### src/rtl/pheap_level_stage_pkg.sv
// Shared types for the pipelined heap level stages: token ops, stage FSM
// states, heap entry layout and the entry key compare.
package pheap_level_stage_pkg;

    localparam int KEY_W  = 16;
    localparam int DATA_W = 15;

    typedef enum logic [1:0] {
        OP_NOP    = 2'd0,
        OP_INSERT = 2'd1,
        OP_SIFT   = 2'd2
    } op_t;

    typedef enum logic [2:0] {
        ST_IDLE,
        ST_RD_OWN,
        ST_CMP_INS,
        ST_WAIT_CHD,
        ST_RD_C0,
        ST_RD_C1,
        ST_CMP_SIFT,
        ST_FWD
    } stage_state_t;

    typedef struct packed {
        logic              valid;
        logic [KEY_W-1:0]  key;
        logic [DATA_W-1:0] data;
    } entry_t;

    // An empty slot behaves as +infinity, so it never wins a compare.
    function automatic logic key_lt(input entry_t a, input entry_t b);
        return a.valid && (!b.valid || (a.key < b.key));
    endfunction

endpackage

### src/rtl/pheap_level_stage_min2.sv
// Combinational minimum of two heap entries; 'a' wins ties, sel=1 picks 'b'.
module pheap_min2
    import pheap_level_stage_pkg::*;
(
    input  entry_t a,
    input  entry_t b,
    output entry_t m,
    output logic   sel
);

    always_comb begin
        sel = key_lt(b, a);
        m   = sel ? b : a;
    end

endmodule

### src/rtl/pheap_level_stage.sv
// One level of the pipelined heap: insert / sift-down step on its own RAM,
// reads the child RAM and forwards tokens. Optional PHEAP_LEVEL_STATS_EN adds op counters.
//
// state     | meaning
// ----------|----------------------------------------------------------
// IDLE      | ready for a token; own_addr follows in_addr
// RD_OWN    | own RAM read of token node in flight
// CMP_INS   | compare insert token against node, write and/or forward
// WAIT_CHD  | sift waits until the child level is not writing its RAM
// RD_C0     | read left child
// RD_C1     | read right child, capture left child
// CMP_SIFT  | pick smaller child, write own node, maybe forward sift
// FWD       | hold forwarded token until the child stage accepts
module pheap_level_stage
    import pheap_level_stage_pkg::*;
#(
    parameter int LEVEL     = 2,
    parameter int MAX_LEVEL = 8,
    parameter int PATH_W    = 8
) (
    input  logic              clk,
    input  logic              rst_n,
    input  logic              in_valid,
    output logic              in_ready,
    input  op_t               in_op,
    input  logic [LEVEL-2:0]  in_addr,
    input  entry_t            in_entry,
    input  logic [PATH_W-1:0] in_path,
    output logic              out_valid,
    input  logic              out_ready,
    output op_t               out_op,
    output logic [LEVEL-1:0]  out_addr,
    output entry_t            out_entry,
    output logic [PATH_W-1:0] out_path,
    output logic              own_we,
    output logic [LEVEL-2:0]  own_addr,
    output entry_t            own_wdata,
    input  entry_t            own_q,
    output logic [LEVEL-1:0]  chd_addr,
    input  entry_t            chd_q,
    input  logic              chd_idle,
    output logic              idle,
`ifdef PHEAP_LEVEL_STATS_EN
    output logic [15:0]       stat_ins,
    output logic [15:0]       stat_sift,
    output logic [15:0]       stat_ovf,
`endif
    output logic              overflow
);

    localparam bit IS_LEAF = (LEVEL >= MAX_LEVEL);

    stage_state_t      state, state_nx;
    logic              run_q;
    logic [LEVEL-2:0]  tok_addr;
    entry_t            tok_entry;
    logic [PATH_W-1:0] tok_path;
    entry_t            c0_q;
    op_t               fwd_op;
    logic [LEVEL-1:0]  fwd_addr;
    entry_t            fwd_entry;
    logic [PATH_W-1:0] fwd_path;
    logic              overflow_q;

    entry_t c0_in, c1_in, m_entry;
    logic   m_sel, ins_lt, sift_down, accept, ovf_evt;

    // A leaf has no children: both compare as empty.
    assign c0_in = IS_LEAF ? '0 : c0_q;
    assign c1_in = IS_LEAF ? '0 : chd_q;

    pheap_min2 u_min2 (
        .a   (c0_in),
        .b   (c1_in),
        .m   (m_entry),
        .sel (m_sel)
    );

    assign ins_lt    = key_lt(tok_entry, own_q);
    assign sift_down = m_entry.valid && key_lt(m_entry, tok_entry);
    assign accept    = in_valid && in_ready;
    assign ovf_evt   = (state == ST_CMP_INS) && IS_LEAF && own_q.valid;

    always_ff @(posedge clk or negedge rst_n) begin
        if (!rst_n) begin
            state <= ST_IDLE;
            run_q <= 1'b0;
        end else begin
            state <= state_nx;
            run_q <= 1'b1;
        end
    end

    always_comb begin
        state_nx = state;
        case (state)
            ST_IDLE: begin
                if (accept) begin
                    if (in_op == OP_INSERT)    state_nx = ST_RD_OWN;
                    else if (in_op == OP_SIFT) state_nx = ST_WAIT_CHD;
                end
            end
            ST_RD_OWN:   state_nx = ST_CMP_INS;
            ST_CMP_INS:  state_nx = (!own_q.valid || IS_LEAF) ? ST_IDLE : ST_FWD;
            ST_WAIT_CHD: begin
                if (IS_LEAF)       state_nx = ST_CMP_SIFT;
                else if (chd_idle) state_nx = ST_RD_C0;
            end
            ST_RD_C0:    state_nx = ST_RD_C1;
            ST_RD_C1:    state_nx = ST_CMP_SIFT;
            ST_CMP_SIFT: state_nx = (sift_down && !IS_LEAF) ? ST_FWD : ST_IDLE;
            ST_FWD:      if (out_ready) state_nx = ST_IDLE;
            default:     state_nx = ST_IDLE;
        endcase
    end

    always_comb begin
        in_ready  = 1'b0;
        idle      = 1'b0;
        out_valid = 1'b0;
        own_we    = 1'b0;
        own_wdata = '0;
        own_addr  = tok_addr;
        chd_addr  = '0;
        case (state)
            ST_IDLE: begin
                in_ready = run_q;
                idle     = 1'b1;
                own_addr = run_q ? in_addr : '0;
            end
            ST_CMP_INS: begin
                if (!own_q.valid || ins_lt) begin
                    own_we    = 1'b1;
                    own_wdata = tok_entry;
                end
            end
            ST_RD_C0: chd_addr = {tok_addr, 1'b0};
            ST_RD_C1: chd_addr = {tok_addr, 1'b1};
            ST_CMP_SIFT: begin
                own_we    = 1'b1;
                own_wdata = sift_down ? m_entry : tok_entry;
            end
            ST_FWD: out_valid = !IS_LEAF;
            default: ;
        endcase
    end

    always_ff @(posedge clk or negedge rst_n) begin
        if (!rst_n) begin
            tok_addr   <= '0;
            tok_entry  <= '0;
            tok_path   <= '0;
            c0_q       <= '0;
            fwd_op     <= OP_NOP;
            fwd_addr   <= '0;
            fwd_entry  <= '0;
            fwd_path   <= '0;
            overflow_q <= 1'b0;
        end else begin
            if (accept) begin
                tok_addr  <= in_addr;
                tok_entry <= in_entry;
                tok_path  <= in_path;
            end
            if (state == ST_RD_C1) c0_q <= chd_q;
            if (state == ST_CMP_INS && own_q.valid && !IS_LEAF) begin
                fwd_op    <= OP_INSERT;
                fwd_addr  <= {tok_addr, tok_path[PATH_W-1]};
                fwd_entry <= ins_lt ? own_q : tok_entry;
                fwd_path  <= tok_path << 1;
            end
            if (state == ST_CMP_SIFT && sift_down && !IS_LEAF) begin
                fwd_op    <= OP_SIFT;
                fwd_addr  <= {tok_addr, m_sel};
                fwd_entry <= tok_entry;
                fwd_path  <= tok_path << 1;
            end
            if (ovf_evt) overflow_q <= 1'b1;
        end
    end

    assign out_op    = fwd_op;
    assign out_addr  = fwd_addr;
    assign out_entry = fwd_entry;
    assign out_path  = fwd_path;
    assign overflow  = overflow_q;

`ifdef PHEAP_LEVEL_STATS_EN
    always_ff @(posedge clk or negedge rst_n) begin
        if (!rst_n) begin
            stat_ins  <= '0;
            stat_sift <= '0;
            stat_ovf  <= '0;
        end else begin
            if (accept && in_op == OP_INSERT && stat_ins != 16'hFFFF)
                stat_ins <= stat_ins + 16'd1;
            if (accept && in_op == OP_SIFT && stat_sift != 16'hFFFF)
                stat_sift <= stat_sift + 16'd1;
            if (ovf_evt && stat_ovf != 16'hFFFF)
                stat_ovf <= stat_ovf + 16'd1;
        end
    end
`endif

endmodule
### config.mk
export PLATFORM = sky130hd
export DESIGN_NAME = pheap_level_stage
export DESIGN_NICKNAME = d
export VERILOG_FILES = /design/src/rtl/pheap_level_stage_pkg.sv /design/src/rtl/pheap_level_stage_min2.sv /design/src/rtl/pheap_level_stage.sv
export SDC_FILE = /design/constraint.sdc
export NUM_CORES = 1
export LEC_CHECK = 0
export CORE_MARGIN = 2
export CORE_UTILIZATION = 44
export CTS_CLUSTER_DIAMETER = 40
export DETAILED_ROUTE_END_ITERATION = 10
export PLACE_DENSITY_LB_ADDON = 0.25
export SETUP_SLACK_MARGIN = 0.1
export SLEW_MARGIN = 5
export SYNTH_ARGS = -nofsm -noshare
export SYNTH_HDL_FRONTEND = slang
export SYNTH_HIERARCHICAL = 1
export SYNTH_SLANG_ARGS = --single-unit
export TNS_END_PERCENT = 5
### constraint.sdc
create_clock -name clk -period 5.3 [get_ports clk]
set_input_delay 1.06 -clock clk [delete_from_list [all_inputs] [get_ports clk]]
set_output_delay 1.06 -clock clk [all_outputs]
set_load 0.03 [all_outputs]
==> run_results.csv, run 1 <==
group,metric,value,unit
place,dp_slack,-1100,ps
clocking,clock-sinks,120,
timing,fmax,166,MHz
grt,grt_max_degree,52,
logic_synthesis,yosys_most_used_dff,"dfrtp_1",
timing,fin_setup_tns,-20940,ps
die,core_area,15800,µm²
outcome,violations,"negative setup slack",
place,dpl.hpwl,15600,µm
grt,antenna_found_initial,0,
outcome,status,"finished with violations",
logic_synthesis,ys_seq_area_frac,0.422,
clocking,cts-root-buf,"clkbuf_16",
timing,slew_viol_final,0,
final_layout,synthToLayoutAreaGrowth,52.5,%
die,rows,46,
place,port_buffers,193,
logic_synthesis,synth_fa_ha_area_frac,0.0809,
logic_synthesis,syn_inst,652,
logic_synthesis,ys_ff_latch,120,
die,initial_utilization,0.449,
clocking,cts-buffers-inserted,17,
final_layout,fin_util,0.685,
hold_path,hold_class,"register to register",
grt,grt.total_usage,0.262,
critical_path,cp.arrival,4950,ps
logic_synthesis,synth_warnings,6,
place,place_congestion,0.865,
logic_synthesis,synthXorXnorAreaFrac,0,
hold_path,min_from,"c0_in[3]",
drt,first_pass_iters,5,
timing,period_minus_slack,6010,ps
die,io_pins,196,
logic_synthesis,synth_top_area_frac,0.422,
clocking,ctsHtreeMaxLevel,4,
critical_path,worst-path-max-fanout,8,
flow_run,max_cap_violations,0,
timing,relSlewSlack,0.237,
grt,grt_pass1_wl,35100,µm
logic_synthesis,muxShareOfSynthArea,0.148,
drt,route.detailed.drc,0,
logic_synthesis,syn_area,7110,µm²
critical_path,crit_start,"chd_q[20]",
logic_synthesis,synth-edff-count,0,
die,die_h,131,µm
pwr,peakVddDrop,0.362,mV
critical_path,path_class,"input pin to output pin",
clocking,path_clk_slew,60,ps
logic_synthesis,async_flop_share,1.00,
logic_synthesis,synth_commonest_cells,"120 x dfrtp_1, 116 x nand2_1, 55 x inv_1",
timing,setup_viol,31,
die,fp.dieW,131,µm
critical_path,start_kind,"input pin",
clocking,worstSkewPairLatency,430,ps
logic_synthesis,syn_area_per_cell,10.9,µm²
grt,grt.overflow.total,0,
clocking,clockBufferDepth,2,
timing,finalHoldViolations,0,
logic_synthesis,netlist_top_cells_area,"dfrtp_1 42%, ha_1 8.1%, mux2_4 7.8%, mux2_2 7.0%, a2bb2oi_2 6.3%",
pwr,p_per_area,691,nW/µm²
drt,via_per_inst,5.49,
grt,grt_pass1_vias,6461,
logic_synthesis,synth.largest_area_cell,"dfrtp_1",
logic_synthesis,synth_top_family_by_area,"compound AO/OA/AOI/OAI gates",
critical_path,cp.required,4240,ps
logic_synthesis,synth.distinct_cells,53,
logic_synthesis,synth_compound_area_frac,0.187,
final_layout,nets,1050,
logic_synthesis,synthSimpleGateAreaFrac,0.103,
clocking,hold_buffers,0,
drt,routedWlPerCell,20.0,µm
drt,final_antenna_net_count,0,
die,die_area,17200,µm²
drt,wl,22400,µm
pwr,leakagePower,4.92,nW
clocking,cts_tree,"done",
pwr,power.total,7.49,mW
critical_path,crit_path_end_kind,"output pin",
drt,via_count,6154,
logic_synthesis,synthMostInstantiatedCell,"dfrtp_1",
critical_path,reg2reg_from,"c0_in[27]",
timing,rsz0062_at_grt,"true",
final_layout,drive_above_1_share,0.361,
drt,dr.first_iter.drc_count,398,
timing,fin_crit_sh,1.13,
timing,worst_slack,-715,ps
timing,skew,12.8,ps
timing,tightest_slew,1140,ps
final_layout,n_antenna_cell,0,
==> metrics by stage <==
stage / instances / hold WS, ps / cell area [µm²]
after CTS: 1121 / 481 / 10800
after global routing: 1121 / 494 / 10800
after detailed placement: 1077 / 467 / 9590
after floorplan: 653 / 442 / 7160
final: 1121 / 476 / 10800
after global placement: 1077 / 457 / 9590
==> worst max-delay path, stage by stage <==
cell and delay, ps:
clkdlybuf4s15_1 240, ha_4 250, a21oi_2 160, o21ai_2 70
a41oi_2 200, o21ai_2 90, a21boi_4 200, buf_6 140
buf_16 110, mux2_4 330, ha_4 270, nand2_2 50
or3_4 420, a2111oi_4 310, o32ai_4 160, o211ai_2 240
buf_6 160, buf_12 100, buf_16 130, a22o_4 130
buf_6 120
==> final cells by class <==
class	count	area (µm²)
clock buffers	17	425
clock inverters	15	190
fillers	1136	4980
inverters	55	206
multi-input cells	442	4100
flip-flops and latches	120	3000
well taps	216	270
repair buffers	256	2650
==> power by group <==
group | switching, mW | total, mW | leakage, nW | internal (mW)
sequential | 0.465 | 1.85 | 1.43 | 1.39
combinational | 2.16 | 4.44 | 3.20 | 2.27
clock | 0.459 | 1.21 | 0.288 | 0.749
==> metal layers <==
layer / part of all wire / global-route usage / vias to the layer above
li1: - / - / 2820
met3: 0.061 / 0.0602 / 51
met5: 0 / 0 / -
met2: 0.50 / 0.441 / 241
met1: 0.41 / 0.323 / 3042
met4: 0.032 / 0.112 / 0
==> what timing repair did <==
action,CTS,global route
endpoints found under the setup margin,31,31
pin swaps,45,1
gates cloned,4,0
resized for setup,130,4
endpoints found under the hold margin,0,0
buffers inserted,8,0
==> kinds of logic (layout without fill, tap and decap cells) <==
logic type | after synthesis | after routing
buf+inv | 91 | 343
mux | 81 | 81
other cells | 2 | 3
fa+ha+maj | 46 | 46
flops | 120 | 120
compound gates | 145 | 145
simple gates | 167 | 167
==> registers in the layout, indices dropped and copies added (netlist names) <==
signal,count
tok_entry,32
out_addr,2
tok_path,8
state,3
c0_in,32
out_entry,32
out_op,2
tok_addr,1
run_q,1
out_path,7
==> worst paths after layout <==
check | end | slack [ps] | cells after the start
min in group asynchronous | c0_in[31] | 570 | 1
hold reg to reg | c0_in[3] | 480 | 2
max in group asynchronous | tok_entry[7] | 3680 | 2
hold / removal | c0_in[3] | 480 | 2
setup reg to reg | out_path[7] | 920 | 20
setup / recovery | own_wdata[7] | -710 | 21
==> placed cells by master (no fill, tap or decap), drive strengths merged, types with 3 or more instances in the layout <==
cell and n:
nand4 8, nor3 8, dfrtp 120, and3 3
o21ai 16, nor2b 3, nor2 9, nand2b 5
o22ai 31, clkbuf 17, nand2 116, clkdlybuf4s15 6
bufinv 3, a31oi 3, a2bb2oi 31, a2111oi 3
a21oi 15, mux2 81, buf 103, nand3 9
a22o 31, clkinvlp 4, ha 46, clkdlybuf4s50 146
inv 61, conb 3
(Power assumes the default switching activity.)
==> run 2: changes to the inputs <==
--- a/config.mk
+++ b/config.mk
@@ -10,6 +10,7 @@
 export CTS_CLUSTER_DIAMETER = 40
 export DETAILED_ROUTE_END_ITERATION = 10
 export PLACE_DENSITY_LB_ADDON = 0.25
+export RECOVER_POWER = 100
 export SETUP_SLACK_MARGIN = 0.1
 export SLEW_MARGIN = 5
 export SYNTH_ARGS = -nofsm -noshare
==> run_results.csv, run 2 (synthesis gave the netlist of run 1 again) <==
group,metric,value,unit
outcome,status,"finished with violations",
outcome,violations,"max-capacitance violations, max-slew violations, negative setup slack",
hold_path,min_from,"c0_in[3]",
die,rows,46,
die,initial_utilization,0.449,
timing,rsz0062_at_grt,"true",
grt,grt.overflow.total,0,
hold_path,worstHoldPathCells,2,
clocking,ctsHtreeMaxLevel,4,
critical_path,cp.arrival,4950,ps
timing,tightest_slew,2200,ps
timing,worst_slack,-713,ps
drt,wl,22400,µm
drt,via_per_inst,5.49,
flow_run,max_cap_violations,4,
final_layout,final.fill_count,1136,
timing,period_minus_slack,6010,ps
final_layout,nets,1050,
critical_path,cp.required,4240,ps
clocking,cts_tree,"done",
clocking,path_clk_slew,60,ps
critical_path,worst-path-max-fanout,8,
grt,grt_pass1_vias,6461,
pwr,power.total,7.42,mW
timing,fin_crit_sh,1.13,
grt,grt_use_met1,0.323,
grt,grt.total_usage,0.262,
final_layout,fin_cells,1121,
timing,skew,8.22,ps
clocking,clockBufferDepth,2,
critical_path,r2r_slack,910,ps
critical_path,reg2reg_from,"c0_in[27]",
final_layout,synthToLayoutAreaGrowth,52.2,%
place,dp_cells,1077,
grt,grt_util_met3,0.0602,
pwr,p_per_area,685,nW/µm²
timing,slew_viol_final,151,
final_layout,layout_commonest_cell,"dfrtp_1",
die,fp.dieW,131,µm
critical_path,crit_path_end_kind,"output pin",
final_layout,final_cell_mix,"120 x dfrtp_1, 114 x nand2_1, 97 x clkdlybuf4s50_1",
die,die_h,131,µm
grt,grt-busiest-layer,"met2",
drt,route.detailed.drc,0,
place,place_congestion,0.865,
final_layout,n_antenna_cell,0,
drt,routedWlPerCell,20.0,µm
critical_path,reg2reg_depth,20,
die,core_area,15800,µm²
grt,antenna_found_initial,0,
pwr,peakVddDrop,0.364,mV
timing,finalHoldViolations,0,
grt,grt_use_met2,0.441,
timing,setup_viol,31,
drt,first_pass_iters,5,
grt,grt_pass1_wl,35100,µm
place,port_buffers,193,
final_layout,drive_above_1_share,0.356,
drt,via_count,6158,
grt,grt_max_degree,52,
clocking,cts-buffers-inserted,17,
clocking,worstSkewPairLatency,420,ps
timing,relSlewSlack,-0.467,
critical_path,crit_start,"chd_q[20]",
clocking,clock-sinks,120,
clocking,cts-root-buf,"clkbuf_16",
drt,dr.first_iter.drc_count,368,
place,dpl.hpwl,15600,µm
die,io_pins,196,
pwr,leakagePower,4.92,nW
critical_path,start_kind,"input pin",
critical_path,path_class,"input pin to output pin",
die,die_area,17200,µm²
hold_path,hold_class,"register to register",
drt,final_antenna_net_count,0,
timing,fmax,166,MHz
run 2: cell count changes in the layout (fill, tap and decap cells not counted), sizes merged:
cell           previous run  this run
clkbuf                   17        22
clkdlybuf4s50           146        97
buf                     103        98
dlygate4sd3               0        49
run 2: worst max-delay path, cell delays in order:
cell and delay (ps):
clkdlybuf4s15_1 240, ha_4 250, a21oi_2 150, o21ai_2 70
a41oi_2 200, o21ai_2 90, a21boi_4 200, buf_6 140
buf_16 100, mux2_4 330, ha_4 270, nand2_2 50
or3_4 420, a2111oi_4 310, o32ai_4 160, o211ai_2 240
buf_6 160, buf_12 100, buf_16 130, a22o_4 130
buf_6 120
run 2: final timing paths:
check / end
max: own_wdata[7]
min: c0_in[3]
max reg2reg: out_path[7]
min reg2reg: c0_in[3]
max in group asynchronous: state[1]
min in group asynchronous: c0_in[31]
run 2: where the power goes:
group	internal [mW]	switching, mW
logic	2.21	2.16
registers	1.38	0.456
clock network	0.749	0.460
total	4.34	3.08
run 2: metrics by stage:
| stage | utilization | cell area [µm²] | hold slack [ps] | setup slack (ps) | setup TNS, ps |
|---|---|---|---|---|---|
| floorplan | - | 7160 | 442 | -274 | -8370 |
| finish | 0.684 | 10800 | 476 | -713 | -20880 |
| global route | 0.684 | 10800 | 494 | -829 | -24360 |
| detailed placement | 0.606 | 9590 | 467 | -1100 | -33970 |
| CTS | 0.683 | 10800 | 481 | -643 | -19090 |
| global placement | 0.606 | 9590 | 457 | -983 | -28820 |
run 2: area by class of cell:
cell class              instances  area, µm²  area share
inverters                      55        206      0.0191
repair buffers                256       2640       0.243
clock inverters                15        190      0.0176
multi-input cells             442       4100       0.378
clock buffers                  17        425      0.0393
well taps                     216        270      0.0250
flip-flops and latches        120       3000       0.277
run 2: routing by layer:
layer  share of wire  routed length, µm
met5               0                  0
met4           0.034                751
met3           0.061               1360
met2            0.50              11200
met1            0.41               9120
run 2: timing repair:
item,in CTS,in global routing
gates cloned,4,0
pin swaps,45,1
resized for setup,130,4
endpoints found under the setup margin,31,31
hold buffers,0,0
buffers inserted,8,0
